$ cat config.mk
export PLATFORM = sky130hd
export DESIGN_NAME = hazard_unit
export DESIGN_NICKNAME = d
export VERILOG_FILES = /design/src/rtl/core_pkg.sv /design/src/rtl/sat_counter.sv /design/src/rtl/hazard_unit.sv
export SDC_FILE = /design/constraint.sdc
export NUM_CORES = 1
export LEC_CHECK = 0
export CORE_MARGIN = 3
export CORE_UTILIZATION = 40
export DETAILED_ROUTE_END_ITERATION = 16
export DONT_BUFFER_PORTS = 1
export GPL_ROUTABILITY_DRIVEN = 0
export RECOVER_POWER = 50
export SLEW_MARGIN = 20
export SYNTH_ARGS = -nofsm -noshare
export SYNTH_HDL_FRONTEND = slang
export SYNTH_SLANG_ARGS = --single-unit
$ cat constraint.sdc
create_clock -name clk -period 2.3 [get_ports clk]
set_input_delay 0.575 -clock clk [delete_from_list [all_inputs] [get_ports clk]]
set_output_delay 0.575 -clock clk [all_outputs]
set_load 0.03 [all_outputs]
$ cat src/rtl/core_pkg.sv
// Shared definitions for the 5-stage core: forwarding select encodings,
// well-known register numbers and the forwarding priority helper.
package core_pkg;

    localparam logic [1:0] FWD_RF  = 2'b00;  // operand from register file
    localparam logic [1:0] FWD_WB  = 2'b01;  // operand from ResultW
    localparam logic [1:0] FWD_MEM = 2'b10;  // operand from ALUResultM

    localparam logic [3:0] REG_PC  = 4'd15;

    // The M stage holds the youngest result, so it wins over W when both match.
    function automatic logic [1:0] fwd_select(
        input logic [3:0] ra,
        input logic [3:0] wa_m,
        input logic       wr_m,
        input logic [3:0] wa_w,
        input logic       wr_w
    );
        if (wr_m && (ra == wa_m)) begin
            return FWD_MEM;
        end else if (wr_w && (ra == wa_w)) begin
            return FWD_WB;
        end else begin
            return FWD_RF;
        end
    endfunction

endpackage

$ cat src/rtl/sat_counter.sv
// Saturating up-counter with synchronous clear and async active-low reset.
module sat_counter #(
    parameter int unsigned CNT_W = 16
) (
    input  logic             clk,
    input  logic             rst_n,
    input  logic             inc,
    input  logic             clr,
    output logic [CNT_W-1:0] count
);

    logic [CNT_W-1:0] cnt_q;
    logic [CNT_W-1:0] cnt_d;

    // Next count: clear beats increment; hold at all-ones instead of wrapping.
    always_comb begin
        cnt_d = cnt_q;
        if (clr) begin
            cnt_d = '0;
        end else if (inc && (cnt_q != '1)) begin
            cnt_d = cnt_q + CNT_W'(1);
        end
    end

    // Count register.
    always_ff @(posedge clk or negedge rst_n) begin
        if (!rst_n) begin
            cnt_q <= '0;
        end else begin
            cnt_q <= cnt_d;
        end
    end

    assign count = cnt_q;

endmodule

$ cat src/rtl/hazard_unit.sv
// Pipeline hazard unit: operand forwarding, load-use stall, PC-write
// stall/flush tracking via a shadow pipeline, and hazard perf counters.
module hazard_unit
    import core_pkg::*;
#(
    parameter int unsigned CNT_W = 16
) (
    input  logic             clk,
    input  logic             reset,
    input  logic [3:0]       RA1D,
    input  logic [3:0]       RA2D,
    input  logic [3:0]       RA1E,
    input  logic [3:0]       RA2E,
    input  logic [3:0]       WA3E,
    input  logic [3:0]       WA3M,
    input  logic [3:0]       WA3W,
    input  logic             RegWriteM,
    input  logic             RegWriteW,
    input  logic             MemtoRegE,
    input  logic             PCSrcD,
    input  logic             BranchTakenE,
    input  logic             PCSrcW,
    input  logic             CntClr,
    output logic [1:0]       ForwardAE,
    output logic [1:0]       ForwardBE,
    output logic             StallF,
    output logic             StallD,
    output logic             FlushD,
    output logic             FlushE,
    output logic [CNT_W-1:0] StallCount,
    output logic [CNT_W-1:0] FlushCount
);

    logic ldr_stall;
    logic pc_wr_pending;
    logic pc_e_q, pc_e_d;
    logic pc_m_q, pc_m_d;

    // Forwarding selects for both E-stage source operands.
    always_comb begin
        ForwardAE = fwd_select(RA1E, WA3M, RegWriteM, WA3W, RegWriteW);
        ForwardBE = fwd_select(RA2E, WA3M, RegWriteM, WA3W, RegWriteW);
    end

    // Stall/flush decisions; a PC write stays pending from D until it leaves M.
    always_comb begin
        ldr_stall     = MemtoRegE && ((RA1D == WA3E) || (RA2D == WA3E));
        pc_wr_pending = PCSrcD || pc_e_q || pc_m_q;
        StallF        = ldr_stall || pc_wr_pending;
        StallD        = ldr_stall;
        FlushD        = pc_wr_pending || PCSrcW || BranchTakenE;
        FlushE        = ldr_stall || BranchTakenE;
    end

    // Shadow PC-write pipeline next state; a flushed D instruction never reaches E.
    always_comb begin
        pc_e_d = FlushE ? 1'b0 : PCSrcD;
        pc_m_d = pc_e_q;
    end

    // Shadow PC-write pipeline registers.
    always_ff @(posedge clk or negedge reset) begin
        if (!reset) begin
            pc_e_q <= 1'b0;
            pc_m_q <= 1'b0;
        end else begin
            pc_e_q <= pc_e_d;
            pc_m_q <= pc_m_d;
        end
    end

    sat_counter #(.CNT_W(CNT_W)) u_stall_cnt (
        .clk   (clk),
        .rst_n (reset),
        .inc   (StallF),
        .clr   (CntClr),
        .count (StallCount)
    );

    sat_counter #(.CNT_W(CNT_W)) u_flush_cnt (
        .clk   (clk),
        .rst_n (reset),
        .inc   (FlushE),
        .clr   (CntClr),
        .count (FlushCount)
    );

endmodule

* Word-level counts from Yosys, hierarchy flattened *
Cells that the tools add are included.

word-level totals
  flip-flop bits (word level) = 34
  output and inout bits = 40

cells by class
  add/sub/neg operators = 2
  eq/ne operators = 8
  mux-type cells = 9
  reductions and logical operators = 16

operator list
  operator                                        count
  2-to-1 mux 16 bit                               4
  adder 16 x 1 -> 16 bit (second input constant)  2
  inequality test 16 bit (second input constant)  2
  equality test 4 bit                             6
  logical AND 1 bit                               7
  logical OR 1 bit                                7
  2-to-1 mux 2 bit                                2
  nonzero test 2 bit                              2
  2-to-1 mux 1 bit                                3

* Longest topological paths before layout *
Gate-level depths: netlist (run 1).

  depth in word-level cells = 7
  depth in mapped cells = 8
  depth with buffers taken out = 7

* Modules after synthesis *
A second synthesis (run 1) with hierarchy kept.

second synthesis, totals
  cells, all modules = 242
  area, all modules = 2277.2 sq um

by module, submodules not included
  module       instances  cells an instance  area each (sq um)  seq. area each (sq um)
  sat_counter  2          98                 942.2              400.4
  hazard_unit  1          46                 392.9              50.0

* Least setup slack after synthesis (run 1) *
No wires, ideal clock.

  path kind = input-to-output
  from = in RA1E[0]
  to = out ForwardAE[0]
  arrival = 2.421 ns
  data required time = 1.725 ns
  setup slack = -0.696 ns
  stages = 4
  path buffers = 0
  cell sequence = inv_1 -> a222oi_1 -> nor4b_1 -> nor2_1

between the ends
  longest elaborated chain between the ends = 4
  elaborated cells on any way between the ends = 6

RTL lines
  what                  line               source
  start, declared       hazard_unit.sv:12  input logic [3:0] RA1E,
  equality test 4 bit   core_pkg.sv:21     end else if (wr_w && (ra == wa_w)) begin
  logical AND 1 bit     core_pkg.sv:21
  2-to-1 mux 1 bit      core_pkg.sv:21
  2-to-1 mux 2 bit (*)  core_pkg.sv:19     if (wr_m && (ra == wa_m)) begin
  end, declared         hazard_unit.sv:24  output logic [1:0] ForwardAE,

Mark *: on every way between the ends. The rest lies on a longest branch, timed or not.

* Final worst setup path (run 1) *
  from = reg pc_e_q
  to = out FlushD

between the ends
  longest elaborated chain between the ends = 4

RTL lines
  what                            line               source
  start, declared                 hazard_unit.sv:36  logic pc_e_q, pc_e_d;
  start signal, assigned          hazard_unit.sv:67  pc_e_q <= pc_e_d;
  logical OR 1 bit (2 in series)  hazard_unit.sv:48  pc_wr_pending = PCSrcD || pc_e_q || pc_m_q;
  logical OR 1 bit (2 in series)  hazard_unit.sv:51  FlushD = pc_wr_pending || PCSrcW || BranchTakenE;
  end, declared                   hazard_unit.sv:28  output logic FlushD,

Every way passes these cells.

==> summary.txt, run 1 <==
Final layout
  • Area of the multi-input gates: between 1000 and 1500 um^2
  • Number of standard cells in the final layout excluding fillers: ~340
  • Register area: 851 um^2
  • Final instance area: 2480 um^2
  • Area added between synthesis and finish: 18.7%
  • Filler Cell Count: 488
  • Count of inserted antenna diode cells: 0
  • Ratio of cells with drive above 1 in the final layout: 0.137
  • Number of nets in the layout: 310

GRT
  • Pin count of the biggest net entering global routing: 40
  • Global-route usage over all layers: 0.177
  • Wire length of the first global-routing pass: 8710 um
  • Number of antenna violations at the first check in global routing: 0
  • Vias in the first global route: approximately 1900
  • GR Overflow Total: 0

Setup path
  • Worst reg-to-reg setup slack: 0.20 ns
  • CP Class: reg2out
  • Kind of capture point of the worst setup path: output pin
  • R2R Path Start: u_stall_cnt.count[2]
  • Most used cell along the critical path: or3_1
  • Worst-path fanout max: 5
  • Kind of start point of the critical path: register
  • Highest-delay cell along the critical path: or3_1
  • Largest stage delay, worst path: 0.49 ns
  • Critical path startpoint: pc_e_q
  • Worst Path Buf+Inv: 0
  • Cell chain of the critical path: or3_1 > or3_1
  • Data arrival time of the worst path: 1.65 ns
  • Kind of cell adding the most delay to the critical path: simple AND/OR/NAND/NOR gates
  • Data required time at the worst endpoint: 1.73 ns

Floorplan
  • Die outline width: between 70 and 80 um
  • Core Box Area: 4880 um^2
  • Starting utilization of the core area: 0.429
  • Cell Rows: 25
  • Floorplan die area: 6130 um^2
  • Number of top-level pins: 77
  • Die extent in y: 78.3 um

Clocking
  • CTS root buffer: clkbuf_8
  • Number of buffers between clock root and the deepest sink: 2
  • Worst skew pair latency: between 0.2 and 0.3 ns
  • CTS tree: done
  • Clock slew seen by the registers of the worst setup and hold paths: 0.07 ns
  • Number of H-tree levels: 2
  • TritonCTS buffer count: 5
  • TritonCTS Sinks: 34

Timing
  • Unrepaired setup endpoints after global routing: false
  • Max-slew violation count: 35
  • Share of the cycle needed by the critical path after routing: 0.969
  • Rel. slew slack: -0.213
  • Post-route setup TNS: 0 ns
  • Endpoints failing setup: 0
  • Minimum hold slack: around 0.36 ns
  • Final critical-path required period: 2.23 ns
  • Maximum operating frequency: 0.449 GHz
  • Final hold viol count: 0
  • Slew @ Worst Pin: 1.82 ns
  • Clk_skew: ~0.0032 ns

Placed design
  • Total of buffers placed on input and output ports: 0
  • Cells after DPL: 330
  • Placement-stage cell area: roughly 2500 um^2
  • DP Wirelength: 4020 um

Synth
  • Net count after synthesis: 271
  • Avg Cell Area, Syn: roughly 9 um^2
  • FF+latch count, synth: 34
  • YS warnings: 0
  • Count of distinct cell types in the synthesized netlist: 37
  • Syn Inst Count: 232
  • Sequential fraction of the synthesis area: 0.407
  • Synthesized area: 2090 um^2

Detailed routing
  • Number of DRC markers in iteration 0: between 100 and 150
  • TritonRoute pass-1 iters: 4
  • Vias per std cell: approximately 5.6
  • Post-route DRC violation count: 0
  • Detailed-route wire length: 5280 um
  • Number of vias in the routed layout: about 1900
  • Average wire per standard cell: 15.6 um
  • Count of nets left with antenna violations after detail routing: 0

Power
  • Switching Fraction: 0.275
  • IR Drop Worst-Case VDD: 0.328 mV
  • Fraction of power consumed by the clock network: 0.338
  • Fraction of power consumed by combinational cells: 0.154
  • Sequential cell fraction of total power: 0.508
  • Leakage component of the power: about 0.0011 uW
  • Internal Power: between 800 and 900 uW
  • Switching power: 335 uW
  • Cell area power density: 492 nW/um^2

Min path
  • Hold Crit Class: in2reg
  • Source of the worst hold timing path: CntClr

Status
  • Failing checks: max-capacitance violations, max-slew violations
  • Run status: finished with violations

Flow run
  • Max-cap violations: 1
## synth_stat cells, drive strengths merged
library cell  number  area, um^2
a211oi             1        7.51
a21oi             11        55.1
a222oi             1        10.0
a311oi             1        8.76
and2               2        12.5
and3               4        25.0
and4               3        26.3
buf                4        20.0
clkbuf             4        15.0
dfrtp             34         851
ha                 2        25.0
inv                8        30.0
mux2               3        33.8
mux2i              3        30.0
nand2             18        67.6
nand2b             1        6.26
nand3             10        50.1
nand3b             1        7.51
nand4              5        31.3
nor2              24        90.1
nor2b              7        43.8
nor3               4        20.0
nor4               3        25.0
nor4b              1        8.76
o2111ai            3        26.3
o211ai             5        37.5
o21ai             12        67.6
o22ai              1        6.26
o31ai              8        60.1
or3                5        31.3
or4               11        82.6
xnor2              5        43.8
xor2              27         236
## metal layers
layer	vias to the layer above	global-route usage	wire, um	part of all wire
met4	0	0.0455	19	0.0036
met1	911	0.218	2260	0.43
met5	-	0	0	0
met3	2	0.0722	472	0.089
li1	922	-	-	-
met2	62	0.289	2520	0.48
## state kept, by name, indices dropped and copies added, names as in the netlist
name and flops:
pc_m_q 1, u_flush_cnt.count 16, pc_e_q 1, u_stall_cnt.count 16
## cells in the final DEF (no fill, tap or decap), drive strengths merged, types with 2 or more instances in the layout
cell type,instances
xnor2,5
o2111ai,3
xor2,27
o31ai,8
nand3,10
inv,8
mux2i,3
and4,3
nor3,4
o211ai,5
nor2,24
and2,2
and3,4
nor2b,7
nand4,5
mux2,3
a21oi,11
clkbuf,25
nor4,3
dfrtp,34
or3,5
buf,22
ha,2
o21ai,12
nand2,18
or4,11
## what timing repair did
| item | in CTS | in global routing |
|---|---|---|
| hold buffers | 1 | 0 |
| buffers inserted | 0 | 0 |
| endpoints found under the setup margin | 0 | 3 |
| hold endpoints to repair | 34 | 0 |
| gates resized for setup | 0 | 1 |
## final cells by class
| class | count | share of cell area |
|---|---|---|
| clock buffer | 7 | 0.0307 |
| inverter | 8 | 0.0121 |
| multi-input combinational | 182 | 0.487 |
| sequential | 34 | 0.343 |
| tap | 67 | 0.0338 |
| timing repair buffer | 40 | 0.0937 |
## power by group through the flow
stage	combinational, uW	sequential [uW]	clock, uW
4_1_cts	200	620	426
3_5_place_dp	183	631	0
3_3_place_gp	180	631	0
2_1_floorplan	115	659	0
5_1_grt	208	620	453
6_report	188	620	412
## worst paths after layout
| path | depth (start not counted) | endpoint |
|---|---|---|
| max | 2 | FlushD |
| min | 1 | u_stall_cnt.count[1] |
| max reg2reg | 7 | u_stall_cnt.count[13] |
| min reg2reg | 0 | pc_m_q |
| max in group asynchronous | 1 | u_stall_cnt.count[6] |
| min in group asynchronous | 1 | u_flush_cnt.count[12] |
## per-stage QoR
stage,power (uW),setup slack [ns],util
6_report,1220,0.0720,0.509
5_1_grt,1280,0.0176,0.509
4_1_cts,1250,0.0600,0.525
3_5_place_dp,814,0.101,0.505
3_3_place_gp,811,0.113,0.505
2_1_floorplan,774,0.0722,-
## cells by family (layout without fill, tap and decap cells)
| kind of cell | after synthesis | after routing | synth area share |
|---|---|---|---|
| AO/OA/AOI/OAI | 43 | 43 | 0.133 |
| XOR/XNOR | 32 | 32 | 0.134 |
| adder cells (fa/ha/maj) | 2 | 2 | 0.0120 |
| buffers and inverters | 16 | 55 | 0.0311 |
| flip-flops | 34 | 34 | 0.407 |
| multiplexers | 6 | 6 | 0.0305 |
| AND/OR/NAND/NOR | 99 | 99 | 0.252 |
No activity file was read; power rests on OpenSTA's default activity.
==> run 2, diff against run 1 <==
Settings changed: GPL_ROUTABILITY_DRIVEN 0 to not set.
==> results of run 2 <==
Same layout as run 1: the final DEF is identical, and so are final timing and power.
